[src/rtl/shader_scatterm_pkg.sv]
// rtl/shader_scatterm_pkg.sv - shared types for the fragment channel scatter unit
package shader_pkg;

  typedef logic [3:0] nibble_t;
  typedef logic [1:0] channel_t;
  typedef nibble_t [3:0] frag_t;

  typedef enum logic [1:0] {
    IDLE,
    ACCUM,
    HOLD
  } scatter_state_e;

endpackage

[src/rtl/shader_scatterm_if.sv]
// rtl/shader_scatterm_if.sv - channel write input stream and assembled fragment output
interface shader_scatterm_if;
  import shader_pkg::*;

  logic     s_valid;
  logic     s_ready;
  channel_t s_map_to;
  nibble_t  s_wdata;
  logic     s_last;
  logic     m_valid;
  logic     m_ready;
  frag_t    m_frag;
  logic [3:0] m_mask;

  modport slave (
    input  s_valid, s_map_to, s_wdata, s_last, m_ready,
    output s_ready, m_valid, m_frag, m_mask
  );

  modport master (
    output s_valid, s_map_to, s_wdata, s_last, m_ready,
    input  s_ready, m_valid, m_frag, m_mask
  );
endinterface

[src/rtl/shader_scatterm_lane.sv]
// rtl/shader_scatterm_lane.sv - one assembly channel: nibble, written flag, collision hit
// Collision hit is only generated when SHADER_SCATTER_COLLIDE_EN is defined.
module shader_scatter_lane
  import shader_pkg::*;
#(
  parameter logic [3:0] FILL = 4'h0
) (
  input  logic    clk_i,
  input  logic    rst_ni,
  input  logic    wr_en_i,
  input  logic    clr_i,
  input  nibble_t wdata_i,
  output nibble_t merged_o,
  output logic    merged_wr_o,
  output logic    hit_o
);

  nibble_t nib_q, nib_d;
  logic    written_q, written_d;

  // merged view includes this cycle's write so a last write can bypass the register
  assign merged_o    = wr_en_i ? wdata_i : nib_q;
  assign merged_wr_o = written_q | wr_en_i;

  always_comb begin
    nib_d     = merged_o;
    written_d = merged_wr_o;
    if (clr_i) begin
      nib_d     = FILL;
      written_d = 1'b0;
    end
  end

  always_ff @(posedge clk_i or negedge rst_ni) begin
    if (!rst_ni) begin
      nib_q     <= FILL;
      written_q <= 1'b0;
    end else begin
      nib_q     <= nib_d;
      written_q <= written_d;
    end
  end

`ifdef SHADER_SCATTER_COLLIDE_EN
  assign hit_o = wr_en_i & written_q;
`else
  assign hit_o = 1'b0;
`endif

endmodule

[src/rtl/shader_scatterm.sv]
// rtl/shader_scatterm.sv - scatters nibble channel writes into a 4-channel fragment
// Optional collision flag built only when SHADER_SCATTER_COLLIDE_EN is defined.
module shader_scatterm
  import shader_pkg::*;
#(
  parameter logic [3:0] FILL = 4'h0
) (
  input  logic aclk,
  input  logic aresetn,
  shader_scatterm_if.slave bus,
  output logic collide,
  input  logic collide_clr
);

  scatter_state_e state_q, state_d;
  logic       accept, out_free, load, clr;
  frag_t      merged_frag;
  logic [3:0] merged_mask, hit;
  frag_t      m_frag_q, m_frag_d;
  logic [3:0] m_mask_q, m_mask_d;
  logic       m_valid_q, m_valid_d;

  assign bus.s_ready = (state_q != HOLD);
  assign accept      = bus.s_valid & bus.s_ready;
  assign out_free    = ~m_valid_q | bus.m_ready;

  for (genvar i = 0; i < 4; i++) begin : g_lane
    shader_scatter_lane #(.FILL(FILL)) u_lane (
      .clk_i      (aclk),
      .rst_ni     (aresetn),
      .wr_en_i    (accept && (bus.s_map_to == channel_t'(i))),
      .clr_i      (clr),
      .wdata_i    (bus.s_wdata),
      .merged_o   (merged_frag[i]),
      .merged_wr_o(merged_mask[i]),
      .hit_o      (hit[i])
    );
  end

  always_comb begin
    state_d = state_q;
    load    = 1'b0;
    clr     = 1'b0;
    unique case (state_q)
      IDLE, ACCUM: begin
        if (accept) begin
          if (!bus.s_last) begin
            state_d = ACCUM;
          end else if (out_free) begin
            load    = 1'b1;
            clr     = 1'b1;
            state_d = IDLE;
          end else begin
            state_d = HOLD;
          end
        end
      end
      // no writes are accepted here, so the merged view equals the held assembly
      HOLD: begin
        if (m_valid_q && bus.m_ready) begin
          load    = 1'b1;
          clr     = 1'b1;
          state_d = IDLE;
        end
      end
      default: state_d = IDLE;
    endcase
  end

  always_comb begin
    m_valid_d = m_valid_q;
    m_frag_d  = m_frag_q;
    m_mask_d  = m_mask_q;
    if (load) begin
      m_valid_d = 1'b1;
      m_frag_d  = merged_frag;
      m_mask_d  = merged_mask;
    end else if (m_valid_q && bus.m_ready) begin
      m_valid_d = 1'b0;
    end
  end

  always_ff @(posedge aclk or negedge aresetn) begin
    if (!aresetn) begin
      state_q   <= IDLE;
      m_valid_q <= 1'b0;
      m_frag_q  <= {4{FILL}};
      m_mask_q  <= 4'b0000;
    end else begin
      state_q   <= state_d;
      m_valid_q <= m_valid_d;
      m_frag_q  <= m_frag_d;
      m_mask_q  <= m_mask_d;
    end
  end

  assign bus.m_valid = m_valid_q;
  assign bus.m_frag  = m_frag_q;
  assign bus.m_mask  = m_mask_q;

`ifdef SHADER_SCATTER_COLLIDE_EN
  logic collide_q, collide_d;

  always_comb begin
    collide_d = collide_q;
    if (|hit)            collide_d = 1'b1;
    else if (collide_clr) collide_d = 1'b0;
  end

  always_ff @(posedge aclk or negedge aresetn) begin
    if (!aresetn) collide_q <= 1'b0;
    else          collide_q <= collide_d;
  end

  assign collide = collide_q;
`else
  logic unused_collide;
  assign unused_collide = collide_clr ^ (|hit);
  assign collide        = 1'b0;
`endif

endmodule

[src/flat_wrapper.sv]
// flat-port wrapper written by rule: the top's interface ports become plain ports
module shader_scatterm_flat import shader_pkg::*;
#(
  parameter logic [3:0] FILL = 4'h0
)
  (aclk, aresetn, collide, collide_clr, bus_s_valid, bus_s_map_to, bus_s_wdata, bus_s_last, bus_m_ready, bus_s_ready, bus_m_valid, bus_m_frag, bus_m_mask);
  shader_scatterm_if bus_i ();
  input  logic aclk;
  input  logic aresetn;
  output logic collide;
  input  logic collide_clr;
  input wire logic [$bits(bus_i.s_valid)-1:0] bus_s_valid;
  input wire logic [$bits(bus_i.s_map_to)-1:0] bus_s_map_to;
  input wire logic [$bits(bus_i.s_wdata)-1:0] bus_s_wdata;
  input wire logic [$bits(bus_i.s_last)-1:0] bus_s_last;
  input wire logic [$bits(bus_i.m_ready)-1:0] bus_m_ready;
  output wire logic [$bits(bus_i.s_ready)-1:0] bus_s_ready;
  output wire logic [$bits(bus_i.m_valid)-1:0] bus_m_valid;
  output wire logic [$bits(bus_i.m_frag)-1:0] bus_m_frag;
  output wire logic [$bits(bus_i.m_mask)-1:0] bus_m_mask;
  assign bus_i.s_valid = bus_s_valid;
  assign bus_i.s_map_to = bus_s_map_to;
  assign bus_i.s_wdata = bus_s_wdata;
  assign bus_i.s_last = bus_s_last;
  assign bus_i.m_ready = bus_m_ready;
  assign bus_s_ready = bus_i.s_ready;
  assign bus_m_valid = bus_i.m_valid;
  assign bus_m_frag = bus_i.m_frag;
  assign bus_m_mask = bus_i.m_mask;
  shader_scatterm #(.FILL(FILL)) u_core (.aclk(aclk), .aresetn(aresetn), .bus(bus_i), .collide(collide), .collide_clr(collide_clr));
endmodule
[config.mk]
export PLATFORM = sky130hd
export DESIGN_NAME = shader_scatterm_flat
export DESIGN_NICKNAME = d
export VERILOG_FILES = /design/src/rtl/shader_scatterm_pkg.sv /design/src/rtl/shader_scatterm_if.sv /design/src/rtl/shader_scatterm_lane.sv /design/src/rtl/shader_scatterm.sv /design/src/flat_wrapper.sv
export SDC_FILE = /design/constraint.sdc
export NUM_CORES = 1
export LEC_CHECK = 0
export ABC_AREA = 0
export BUFFER_PORTS_ARGS = -buffer_cell sky130_fd_sc_hd__buf_2
export CAP_MARGIN = 25
export CORE_UTILIZATION = 57
export DETAILED_ROUTE_END_ITERATION = 10
export GPL_ROUTABILITY_DRIVEN = 0
export MAX_ROUTING_LAYER = met4
export PLACE_DENSITY = 0.82
export SETUP_SLACK_MARGIN = 0.05
export SLEW_MARGIN = 20
export SYNTH_ARGS = -nofsm -noshare
export SYNTH_HDL_FRONTEND = slang
export SYNTH_SLANG_ARGS = --single-unit
[constraint.sdc]
create_clock -name aclk -period 2.4 [get_ports aclk]
set_clock_uncertainty 0.15 [all_clocks]
set_input_delay 0.24 -clock aclk [delete_from_list [all_inputs] [get_ports aclk]]
set_output_delay 0.24 -clock aclk [all_outputs]
set_load 0.02 [all_outputs]
==> impl_results.md <==
* Worst reg2reg startpoint: u_core.state_q[1]$_DFFE_PN0P_
* DP Cell Count at 206
* Vias in the first global route at 1,137
* I/O Pins at 35
* Largest net degree at the start of global routing at 44
* Period utilisation layout at 0.740
* Hold Slack at 0.0626 ns
* Final hold viol count at 0
* Crit path kind: flip-flop to flip-flop
* Area fraction of the dominant cell type after synthesis at 0.627
* Grt ovf at 0
* Slowest cell on crit path: o21a_2
* Nets at between 150 and 200
* Sequential power share at 0.468
* Post-CTS setup buffer count at 0
* Arr. time, crit path at between 1.5 and 2 ns
* Slew Viols, Final at 0
* Worst setup EP type: flip-flop
* Global router's overall resource usage at 0.217
* Die area at 3230 µm²
* Clock root buffer: clkbuf_4
* Switching power at 0.930 mW
* Setup_tns at 0 ns
* Switching share of total power at 0.372
* Core Area at 2810 µm²
* Gate power share at 0.362
* Final core occ at 0.703
* Area delta synth->final at 15.0%
* Status: complete, but fails checks
* Unrepaired setup endpoints after global routing: no
* Final std cells w/o fill at 215
* Net Count, Synth at 163
* Leakage at 0.997 nW
* Crit path launch: u_core.state_q[1]$_DFFE_PN0P_
* Clk pwr share at 0.170
* Worst-Skew Late Latency at 0.34 ns
* Yosys cell types at 19
* Synth Instances at ~150
* Leading area contributor after synthesis: dfrtp_1
* Initial Utilization at 0.612
* Initial antenna violation count at 0
* Layout cells sized above 1 at 0.245
* WL final at 3030 µm
* Reg clk slew, reported paths at 0.11 ns
* Pint at 1.57 mW
* Routed Antenna Nets at 0
* Die height at 56.9 µm
* Worst vdd ir at 0.736 mV
* Critical-path cell list: and3b_1, o21a_2, buf_12, nor2_1, a21oi_1
* Post-Syn Area at 1720 µm²
* Global-route wire length before repair at 4950 µm
* Slew @ Worst Pin at around 0.91 ns
* Startpoint types: flip-flop
* # diodes at 0
* Hold Startpoint: bus_s_wdata[3]
* Number of remaining DRC errors at 4
* Maxcap violations at 0
* R2R setup slack at roughly 0.62 ns
* Via Count at ~1,100
* Clock sinks at 43
* Slew margin rel. at 0.395
* Number of synthesized register bits at 43
* Setup violators final at 0
* CP max stage delay at 0.44 ns
* Largest cells by area after synthesis: dfrtp_1 (63%), mux2i_1 (9.9%), nor2_1 (9.6%)
* Violated checks: design-rule violations
* Post-synthesis average cell area at roughly 11 µm²
* Fmax at around 560 MHz
* Synth warn at 0
* Router iterations before antenna repair at 7
* Pwr per Cell Area at 1270 nW/µm²
* Worst hold path type: input port to flip-flop
* Core Rows at 19
* Vias per cell at approximately 5.3
* Sequential area share after synthesis at 0.627
* # port buffers at 32
* Drt wl/cell at 14.1 µm
* Max clock buf depth at 2
* Max FO, Critical Path at 36
* Worst Path Required at 2.52 ns
* Die width at 56.9 µm
* Final Power at 2.50 mW
* Final min period at 1.78 ns
* CTS Buf Count at 5
* Initial DRC count at 34
* Number of H-tree levels at 2
* Placed wire-length estimate at 2120 µm
* TritonCTS clock tree: done
worst paths after layout:
check	cells after the start	to
min in group asynchronous	2	u_core.g_lane[0].u_lane.written_q$_DFF_PN0_
max in group asynchronous	2	u_core.bus.m_frag[3]$_DFFE_PN0P_
worst min-delay path	3	u_core.g_lane[3].u_lane.nib_q[3]$_DFF_PN0_
worst max register to register	5	u_core.bus.m_frag[7]$_DFFE_PN0P_
worst min register to register	2	u_core.g_lane[3].u_lane.written_q$_DFF_PN0_
worst max-delay path	5	u_core.bus.m_frag[7]$_DFFE_PN0P_
power groups by stage:
stage / sequential [mW] / combinational, mW / clock (mW)
6_report: 1.17 / 0.905 / 0.424
5_1_grt: 1.20 / 0.987 / 0.458
4_1_cts: 1.18 / 0.917 / 0.435
3_5_place_dp: 1.19 / 0.912 / 0
3_3_place_gp: 1.16 / 0.878 / 0
2_1_floorplan: 1.39 / 0.401 / 0
cell usage in the layout, fill, tap and decap left out, drive strengths merged, types with 2 or more instances in the layout:
| master | count |
|---|---|
| dfrtp | 43 |
| nand2 | 2 |
| inv | 2 |
| a21oi | 21 |
| nor2b | 3 |
| clkbuf | 6 |
| nor2 | 44 |
| and3b | 2 |
| buf | 33 |
| dlygate4sd3 | 2 |
| mux2i | 17 |
kinds of logic after synthesis:
family / Yosys count / share of synthesized area
and+or+nand+nor: 56 / 0.166
AOI/OAI and AO/OA: 23 / 0.0693
DFF: 43 / 0.627
buffers and inverters: 11 / 0.0365
muxes: 17 / 0.0992
other: 1 / 0.00219
worst max-delay path, delay by kind of cell, from the launching register on:
| family | cells | cell delay [ns] |
|---|---|---|
| AO/OA/AOI/OAI | 2 | 0.56 |
| flip-flops | 1 | 0.42 |
| AND/OR/NAND/NOR | 2 | 0.32 |
| buffers and inverters | 1 | 0.24 |
routing by layer:
metal,global-route usage,part of all wire,vias up
met3,0.0645,0.049,8
met4,0.0976,0.019,0
met1,0.242,0.42,542
met5,-,0,-
met2,0.361,0.51,29
li1,-,-,562
per-stage QoR:
stage | cell area [µm²] | worst slack [ns]
6_report | 1970 | 0.623
5_1_grt | 1970 | 0.509
4_1_cts | 1970 | 0.628
3_5_place_dp | 1880 | 0.639
3_3_place_gp | 1880 | 0.706
2_1_floorplan | 1720 | 0.873
cells in the mapped netlist:
library cell  count
a21oi_1          21
and3b_1           2
buf_2             5
buf_4             4
conb_1            1
dfrtp_1          43
inv_1             2
mux2i_1          17
nand2_1           2
nand2b_1          1
nand4_2           1
nand4b_2          1
nor2_1           44
nor2b_1           2
nor2b_4           1
nor3_2            1
nor4b_4           1
o21a_1            1
o22ai_1           1
repair_timing:
item                      CTS  global route
hold endpoints to repair   44             0
hold buffers                2             0
resized for setup           0             0
cell type report:
class,instances,area [µm²]
Clock inverter,1,30.0
Sequential cell,43,1080
Fill cell,215,833
Clock buffer,6,41.3
Tap cell,31,38.8
Multi-Input combinational cell,97,578
Timing Repair Buffer,35,200
Inverter,2,7.51
state kept, by name, indices dropped and copies added (netlist names):
register / count
u_core.bus.m_mask: 4
u_core.state_q: 2
u_core.bus.m_valid: 1
u_core.bus.m_frag: 16
u_core.g_lane.u_lane.written_q: 4
u_core.g_lane.u_lane.nib_q: 16
(Power assumes the default switching activity.)
